### config.mk
export PLATFORM = sky130hd
export DESIGN_NAME = mem_access_stage_flat
export DESIGN_NICKNAME = d
export VERILOG_FILES = /design/src/rtl/mem_access_stage_pkg.sv /design/src/rtl/mem_access_stage_if.sv /design/src/rtl/mem_access_stage_align.sv /design/src/rtl/mem_access_stage.sv /design/src/flat_wrapper.sv
export SDC_FILE = /design/constraint.sdc
export NUM_CORES = 1
export LEC_CHECK = 0
export BUFFER_PORTS_ARGS = -buffer_cell sky130_fd_sc_hd__buf_2
export CORE_AREA = 2 2 146 148
export DETAILED_ROUTE_END_ITERATION = 10
export DIE_AREA = 0 0 148 150
export SETUP_SLACK_MARGIN = 0.1
export SYNTH_ARGS = -nofsm -noshare
export SYNTH_HDL_FRONTEND = slang
export SYNTH_SLANG_ARGS = --single-unit
export TNS_END_PERCENT = 1
### constraint.sdc
create_clock -name clk -period 1.4 [get_ports clk]
set_input_delay 0.14 -clock clk [delete_from_list [all_inputs] [get_ports clk]]
set_output_delay 0.14 -clock clk [all_outputs]
set_load 0.01 [all_outputs]
### src/rtl/mem_access_stage_pkg.sv
// Shared constants for the memory-access stage: access-width codes,
// FSM state encodings, byte-enable patterns and bus widths.
package mem_access_stage_pkg;

  localparam int ADDR_W = 32;
  localparam int DATA_W = 32;
  localparam int VREG_W = 5;
  localparam int PREG_W = 6;

  localparam logic [1:0] MEM_WIDTH_BYTE = 2'b00;
  localparam logic [1:0] MEM_WIDTH_HALF = 2'b01;
  localparam logic [1:0] MEM_WIDTH_WORD = 2'b10;

  localparam logic [1:0] ST_IDLE = 2'b00;
  localparam logic [1:0] ST_WAIT = 2'b01;
  localparam logic [1:0] ST_DONE = 2'b10;

  localparam logic [3:0] BE_BYTE0   = 4'b0001;
  localparam logic [3:0] BE_HALF_LO = 4'b0011;
  localparam logic [3:0] BE_HALF_HI = 4'b1100;
  localparam logic [3:0] BE_WORD    = 4'b1111;

endpackage

### src/rtl/mem_access_stage_if.sv
// Data-memory port: registered request side driven by the stage,
// read data and one-cycle ack returned by the memory.
interface mem_access_stage_if;
  import mem_access_stage_pkg::*;

  logic              req;
  logic              we;
  logic [ADDR_W-1:0] addr;
  logic [3:0]        be;
  logic [DATA_W-1:0] wdata;
  logic [DATA_W-1:0] rdata;
  logic              ack;

  modport master (output req, we, addr, be, wdata, input rdata, ack);
  modport slave  (input req, we, addr, be, wdata, output rdata, ack);

endinterface

### src/rtl/mem_access_stage_align.sv
// Combinational lane logic: byte enables and replicated store data,
// load lane extraction with sign/zero extension, misalignment detection.
module mem_access_stage_align
  import mem_access_stage_pkg::*;
(
  input  logic [1:0]        addr_lo,
  input  logic [1:0]        mem_width,
  input  logic              sign_extend,
  input  logic              mem_enable,
  input  logic [DATA_W-1:0] store_data,
  input  logic [DATA_W-1:0] rdata,
  output logic [3:0]        be,
  output logic [DATA_W-1:0] wdata,
  output logic [DATA_W-1:0] load_data,
  output logic              misaligned
);

  function automatic logic [DATA_W-1:0] extend_byte(input logic signed [7:0] b, input logic sx);
    logic signed [DATA_W-1:0] s;
    s = DATA_W'(b);
    return sx ? s : {{(DATA_W-8){1'b0}}, b};
  endfunction

  function automatic logic [DATA_W-1:0] extend_half(input logic signed [15:0] h, input logic sx);
    logic signed [DATA_W-1:0] s;
    s = DATA_W'(h);
    return sx ? s : {{(DATA_W-16){1'b0}}, h};
  endfunction

  // Lane selection for both directions; width code 11 behaves as a word.
  always_comb begin
    be        = BE_WORD;
    wdata     = store_data;
    load_data = rdata;
    case (mem_width)
      MEM_WIDTH_BYTE: begin
        be        = BE_BYTE0 << addr_lo;
        wdata     = {4{store_data[7:0]}};
        load_data = extend_byte(rdata[{addr_lo, 3'b000} +: 8], sign_extend);
      end
      MEM_WIDTH_HALF: begin
        be        = addr_lo[1] ? BE_HALF_HI : BE_HALF_LO;
        wdata     = {2{store_data[15:0]}};
        load_data = extend_half(addr_lo[1] ? rdata[31:16] : rdata[15:0], sign_extend);
      end
      MEM_WIDTH_WORD: begin
        be        = BE_WORD;
        wdata     = store_data;
        load_data = rdata;
      end
      default: begin
        be        = BE_WORD;
        wdata     = store_data;
        load_data = rdata;
      end
    endcase
  end

  // Halves need even addresses, words (and code 11) need word alignment.
  always_comb begin
    misaligned = mem_enable &
                 (((mem_width == MEM_WIDTH_HALF) & addr_lo[0]) |
                  (mem_width[1] & (addr_lo != 2'b00)));
  end

endmodule

### src/rtl/mem_access_stage.sv
// Memory-access pipeline stage: issues one load/store per instruction on
// the req/ack data-memory port, stalls upstream until it completes, and
// selects the writeback value. A flush during an outstanding access lets
// the access finish but drops its result.
module mem_access_stage
  import mem_access_stage_pkg::*;
#(
  parameter int ADDR_WIDTH      = 32,
  parameter int DATA_WIDTH      = 32,
  parameter int FREE_LIST_WIDTH = 3
) (
  input  logic                       clk,
  input  logic                       rst_n,
  input  logic                       flush,
  input  logic                       pipe_stall,
  input  logic [31:0]                pc_in,
  input  logic [31:0]                inst_in,
  input  logic [ADDR_WIDTH-1:0]      alu_res_in,
  input  logic [1:0]                 mem_width_in,
  input  logic                       sign_extend_in,
  input  logic                       mem_rw_in,
  input  logic                       mem_enable_in,
  input  logic [DATA_WIDTH-1:0]      mem_write_in,
  input  logic                       wb_src_in,
  input  logic                       wb_reg_in,
  input  logic                       branch_in,
  input  logic [VREG_W-1:0]          virtual_write_addr_in,
  input  logic [PREG_W-1:0]          physical_write_addr_in,
  input  logic [FREE_LIST_WIDTH-1:0] active_list_index_in,
  mem_access_stage_if.master         dmem,
  output logic [DATA_WIDTH-1:0]      wb_data_out,
  output logic                       stall_req,
  output logic                       addr_error,
  output logic [31:0]                pc_out,
  output logic [31:0]                inst_out,
  output logic                       wb_reg_out,
  output logic                       branch_out,
  output logic [VREG_W-1:0]          virtual_write_addr_out,
  output logic [PREG_W-1:0]          physical_write_addr_out,
  output logic [FREE_LIST_WIDTH-1:0] active_list_index_out
);

  logic [1:0]            state;
  logic                  discard_q;
  logic [DATA_WIDTH-1:0] load_q;
  logic                  req_q;
  logic                  we_q;
  logic [ADDR_WIDTH-1:0] addr_q;
  logic [3:0]            be_q;
  logic [DATA_WIDTH-1:0] wdata_q;

  logic [3:0]            be_c;
  logic [DATA_WIDTH-1:0] wdata_c;
  logic [DATA_WIDTH-1:0] load_c;
  logic                  misaligned;
  logic                  issue;

  mem_access_stage_align u_align (
    .addr_lo     (alu_res_in[1:0]),
    .mem_width   (mem_width_in),
    .sign_extend (sign_extend_in),
    .mem_enable  (mem_enable_in),
    .store_data  (mem_write_in),
    .rdata       (dmem.rdata),
    .be          (be_c),
    .wdata       (wdata_c),
    .load_data   (load_c),
    .misaligned  (misaligned)
  );

  // Start a new access only for a live, aligned memory instruction.
  always_comb begin
    issue     = mem_enable_in & ~misaligned & ~flush;
    stall_req = ((state == ST_IDLE) & issue) | (state == ST_WAIT);
  end

  // Access sequencer: IDLE -> WAIT (bus held) -> DONE, or back to IDLE when discarded.
  always_ff @(posedge clk or negedge rst_n) begin
    if (!rst_n) begin
      state     <= ST_IDLE;
      discard_q <= 1'b0;
      load_q    <= '0;
      req_q     <= 1'b0;
      we_q      <= 1'b0;
      addr_q    <= '0;
      be_q      <= '0;
      wdata_q   <= '0;
    end else begin
      case (state)
        ST_IDLE: begin
          if (issue) begin
            state   <= ST_WAIT;
            req_q   <= 1'b1;
            we_q    <= mem_rw_in;
            addr_q  <= {alu_res_in[ADDR_WIDTH-1:2], 2'b00};
            be_q    <= be_c;
            wdata_q <= wdata_c;
          end
        end
        ST_WAIT: begin
          if (flush) begin
            discard_q <= 1'b1;
          end
          if (dmem.ack) begin
            req_q     <= 1'b0;
            we_q      <= 1'b0;
            load_q    <= load_c;
            state     <= (discard_q | flush) ? ST_IDLE : ST_DONE;
            discard_q <= 1'b0;
          end
        end
        ST_DONE: begin
          if (flush || !pipe_stall) begin
            state <= ST_IDLE;
          end
        end
        default: state <= ST_IDLE;
      endcase
    end
  end

  // Bus drive, writeback select and pass-through of the instruction's tags.
  always_comb begin
    dmem.req                = req_q;
    dmem.we                 = we_q;
    dmem.addr               = addr_q;
    dmem.be                 = be_q;
    dmem.wdata              = wdata_q;
    addr_error              = misaligned;
    wb_data_out             = (wb_src_in && (state == ST_DONE)) ? load_q : alu_res_in;
    wb_reg_out              = wb_reg_in & ~misaligned & ~discard_q;
    pc_out                  = pc_in;
    inst_out                = inst_in;
    branch_out              = branch_in;
    virtual_write_addr_out  = virtual_write_addr_in;
    physical_write_addr_out = physical_write_addr_in;
    active_list_index_out   = active_list_index_in;
  end

endmodule

### src/flat_wrapper.sv
// flat-port wrapper written by rule: the top's interface ports become plain ports
module mem_access_stage_flat import mem_access_stage_pkg::*;
#(
  parameter int ADDR_WIDTH      = 32,
  parameter int DATA_WIDTH      = 32,
  parameter int FREE_LIST_WIDTH = 3
)
  (clk, rst_n, flush, pipe_stall, pc_in, inst_in, alu_res_in, mem_width_in, sign_extend_in, mem_rw_in, mem_enable_in, mem_write_in, wb_src_in, wb_reg_in, branch_in, virtual_write_addr_in, physical_write_addr_in, active_list_index_in, wb_data_out, stall_req, addr_error, pc_out, inst_out, wb_reg_out, branch_out, virtual_write_addr_out, physical_write_addr_out, active_list_index_out, dmem_req, dmem_we, dmem_addr, dmem_be, dmem_wdata, dmem_rdata, dmem_ack);
  mem_access_stage_if dmem_i ();
  input  logic clk;
  input  logic rst_n;
  input  logic flush;
  input  logic pipe_stall;
  input  logic [31:0] pc_in;
  input  logic [31:0] inst_in;
  input  logic [ADDR_WIDTH-1:0] alu_res_in;
  input  logic [1:0] mem_width_in;
  input  logic sign_extend_in;
  input  logic mem_rw_in;
  input  logic mem_enable_in;
  input  logic [DATA_WIDTH-1:0] mem_write_in;
  input  logic wb_src_in;
  input  logic wb_reg_in;
  input  logic branch_in;
  input  logic [VREG_W-1:0] virtual_write_addr_in;
  input  logic [PREG_W-1:0] physical_write_addr_in;
  input  logic [FREE_LIST_WIDTH-1:0] active_list_index_in;
  output logic [DATA_WIDTH-1:0] wb_data_out;
  output logic stall_req;
  output logic addr_error;
  output logic [31:0] pc_out;
  output logic [31:0] inst_out;
  output logic wb_reg_out;
  output logic branch_out;
  output logic [VREG_W-1:0] virtual_write_addr_out;
  output logic [PREG_W-1:0] physical_write_addr_out;
  output logic [FREE_LIST_WIDTH-1:0] active_list_index_out;
  output wire logic [$bits(dmem_i.req)-1:0] dmem_req;
  output wire logic [$bits(dmem_i.we)-1:0] dmem_we;
  output wire logic [$bits(dmem_i.addr)-1:0] dmem_addr;
  output wire logic [$bits(dmem_i.be)-1:0] dmem_be;
  output wire logic [$bits(dmem_i.wdata)-1:0] dmem_wdata;
  input wire logic [$bits(dmem_i.rdata)-1:0] dmem_rdata;
  input wire logic [$bits(dmem_i.ack)-1:0] dmem_ack;
  assign dmem_req = dmem_i.req;
  assign dmem_we = dmem_i.we;
  assign dmem_addr = dmem_i.addr;
  assign dmem_be = dmem_i.be;
  assign dmem_wdata = dmem_i.wdata;
  assign dmem_i.rdata = dmem_rdata;
  assign dmem_i.ack = dmem_ack;
  mem_access_stage #(.ADDR_WIDTH(ADDR_WIDTH), .DATA_WIDTH(DATA_WIDTH), .FREE_LIST_WIDTH(FREE_LIST_WIDTH)) u_core (.clk(clk), .rst_n(rst_n), .flush(flush), .pipe_stall(pipe_stall), .pc_in(pc_in), .inst_in(inst_in), .alu_res_in(alu_res_in), .mem_width_in(mem_width_in), .sign_extend_in(sign_extend_in), .mem_rw_in(mem_rw_in), .mem_enable_in(mem_enable_in), .mem_write_in(mem_write_in), .wb_src_in(wb_src_in), .wb_reg_in(wb_reg_in), .branch_in(branch_in), .virtual_write_addr_in(virtual_write_addr_in), .physical_write_addr_in(physical_write_addr_in), .active_list_index_in(active_list_index_in), .dmem(dmem_i), .wb_data_out(wb_data_out), .stall_req(stall_req), .addr_error(addr_error), .pc_out(pc_out), .inst_out(inst_out), .wb_reg_out(wb_reg_out), .branch_out(branch_out), .virtual_write_addr_out(virtual_write_addr_out), .physical_write_addr_out(physical_write_addr_out), .active_list_index_out(active_list_index_out));
endmodule
==> impl_results.md <==
- Crit path cell chain: nor2b_4 > nand2_4 > clkbuf_16 > mux2_4 > buf_6
- Post-Synthesis Cell Area: 0.00572 mm²
- Final setup fails: 132
- RePlAce Congestion: 0.786
- First-pass GRT wire length: 26600 µm
- Nets: 889
- DR vias: ~4.6k
- Post-synth cell types: 34
- CP Launch Type: register
- Fill count: 2119
- Number of nets with antenna violations after routing: 0
- Io pins: 371
- Iter 0 DRT Violations: 239
- Main synth FF type: dfrtp_1
- Routed WL per cell: 18.1 µm
- Worst-Margin Slew: ~1.0 ns
- Post-synth EDFFs: 0
- Worst setup endpoint: wb_data_out[30]
- Core Region: roughly 0.021 mm²
- DR pass1 iterations: 5
- Outcome: finished with violations
- Syn Inst Count: 546
- Sequential share of power: between 40% and 50%
- CP Capture Type: primary output
- Worst hold margin: 0.0239 ns
- Layout Utilization: 36.7%
- RSZ-0062 raised after global routing: yes
- Setup crit start: u_core.state[0]$_DFFE_PN0P_
- Crit share post-route: 135%
- Sequential-to-total area share from yosys stat: 45.0%
- H-tree levels: 3
- Int Power: 0.00669 W
- Post-DP HPWL: 13000 µm
- Critical path arrival: 1.75 ns
- Die width: about 150 µm
- Vias per inst: 4.70
- Worst skew pair latency: between 0.3 and 0.4 ns
- Top post-synthesis cells by area: dfrtp_1, mux2_2, buf_4
- Layout Area Growth over Synthesis: 32.8%
- Die height: 150 µm
- Vias in the first global route: between 4k and 5k
- Number of port buffers: 210
- Path depth of the worst reg2reg path: 8
- CTS Root Cell: clkbuf_16
- R2r setup slk: -0.31 ns
- Clock power share: between 20 and 30%
- Endpoints failing hold: 0
- Reg2reg start: u_core.state[1]$_DFFE_PN0P_
- Fmax: between 500 and 600 MHz
- Syn avg cell area: about 10 µm²
- Ys async rst share: between 90% and 100%
- CTS tree: yes
- Leakage: 3.68 nW
- CP max-delay cell: dfrtp_2
- Peak VDD IR: 0.612 mV
- Total of max-cap violations: 0
- Placement Setup Slack: -0.371 ns
- Pins Over Slew Limit: 0
- Most common cell after layout, fill and taps aside: buf_2
- CTS Sinks: 103
- Cell Pwr Density: 1320 mW/mm²
- PnR worst setup slack: -0.488 ns
- Die area: ~0.022 mm²
- Req. time, crit path: 1.26 ns
- Layout cells sized above 1: 52.2%
- Cells on Worst Hold Path: 2
- Net switching power: 0.00336 W
- Initial Util: 27.7%
- Clk buf depth: 2
- Area leader, netlist: dfrtp_1
- Final setup TNS: -30.12 ns
- Area of all placed cells without fillers: 0.00760 mm²
- Tmin final: 1.89 ns
- # rows: 53
- Grt total ovfl: 0
- Worst clock skew: 0.0134 ns
- Remaining DRCs: 0
- Slew Limit Headroom: 31.0%
- Comb power frac: a little under 30%
- Area after DPL: 0.00681 mm²
- CP peak stage delay: 0.45 ns
- GRT Total Usage: 15.7%
- Maximum fanout along the worst path: 8
- Largest net degree at the start of global routing: 57
- Reg-to-Reg End: u_core.load_q[28]$_DFFE_PN0P_
- Share of the synthesized area in the top cell type: 45.0%
- CTS Buf Count: 9
- Sw Ratio: 33.4%
- Failing checks: setup timing
- Warnings from Yosys: 0
- CTS clock-pin slew for the worst setup and hold paths: 0.08 ns
- Initial antenna violation count: 5
- Synth Register Bits: 103
- Most frequent cells in the layout: buf_2, dfrtp_1, mux2_2
- HP Class: primary input to register
- CP Class: register to primary output
- Drt total wl: 17800 µm
## flip-flops by register name, indices dropped and copies added (netlist names)
| signal | cells |
|---|---|
| u_core.dmem.addr | 30 |
| u_core.dmem.wdata | 32 |
| u_core.load_q | 32 |
| u_core.dmem.we | 1 |
| u_core.discard_q | 1 |
| u_core.dmem.req | 1 |
| u_core.dmem.be | 4 |
| u_core.state | 2 |
## logic make-up after synthesis
family,share of synthesized area [%]
muxes,20.1
DFF,45.0
buffers and inverters,13.9
AOI/OAI and AO/OA,14.4
other,0.0655
and+or+nand+nor,6.52
## stage by stage
step | total power [W] | cells
CTS | 0.0101 | 981
floorplan | 0.00613 | 547
finish | 0.0101 | 984
global route | 0.0107 | 982
detailed placement | 0.00733 | 958
global placement | 0.00727 | 958
## power by group through the flow
stage          clock network, W  registers [W]  logic [W]
6_report                0.00258        0.00453    0.00295
5_1_grt                 0.00282        0.00465    0.00327
4_1_cts                 0.00269        0.00452    0.00289
3_5_place_dp                  0        0.00457    0.00276
3_3_place_gp                  0        0.00455    0.00272
2_1_floorplan                 0        0.00466    0.00148
## Yosys cell counts, types with 2 or more instances
master	number
a21oi_1	41
a221o_1	8
a22o_1	7
a22oi_1	8
a32oi_1	8
buf_1	5
buf_2	10
buf_4	82
buf_6	2
clkbuf_1	18
dfrtp_1	103
inv_1	4
mux2_2	78
mux2i_1	25
nand2_1	33
nand2b_1	3
nor2_1	35
nor2b_1	4
nor3b_1	3
o211ai_1	12
o21ai_0	44
## worst min path at each step
stage	start	endpoint	slack [ns]
2_1_floorplan	rst_n	u_core.discard_q$_DFFE_PN0P_	-0.16
3_3_place_gp	rst_n	u_core.dmem.addr[30]$_DFFE_PN0P_	0.16
3_5_place_dp	rst_n	u_core.dmem.addr[21]$_DFFE_PN0P_	0.17
4_1_cts	alu_res_in[25]	u_core.dmem.addr[25]$_DFFE_PN0P_	0.002
5_1_grt	alu_res_in[14]	u_core.dmem.addr[14]$_DFFE_PN0P_	0.008
6_report	alu_res_in[26]	u_core.dmem.addr[26]$_DFFE_PN0P_	0.02
## layout make-up
cell class              count  area (µm²)  share of cell area (%)
multi-input cells         322        2540                    33.4
diodes                      2        5.00                  0.0659
flip-flops and latches    103        2580                    33.9
repair buffers            261        1810                    23.9
inverters                   5        18.8                   0.247
well taps                 275         344                    4.53
clock buffers               9         225                    2.96
clock inverters             7        76.3                    1.00
## worst max-delay path, delay by kind of cell (launching register included)
kind	cells	cell delay (ns)
muxes	1	0.31
and+or+nand+nor	2	0.29
DFF	1	0.45
buffers and inverters	2	0.34
## layer usage
metal	share of wire (%)	global-route usage, %
met4	1.5	5.33
met3	7.5	4.97
met1	46	22.0
met5	0.19	0
met2	44	22.9
## repair_timing
item	in CTS	in global routing
gates cloned	2	1
endpoints found under the hold margin	104	0
endpoints found under the setup margin	135	136
gates resized for setup	51	48
buffers inserted	3	0
pin swaps	16	4
hold buffers	2	0
No activity file was read; power rests on OpenSTA's default activity.
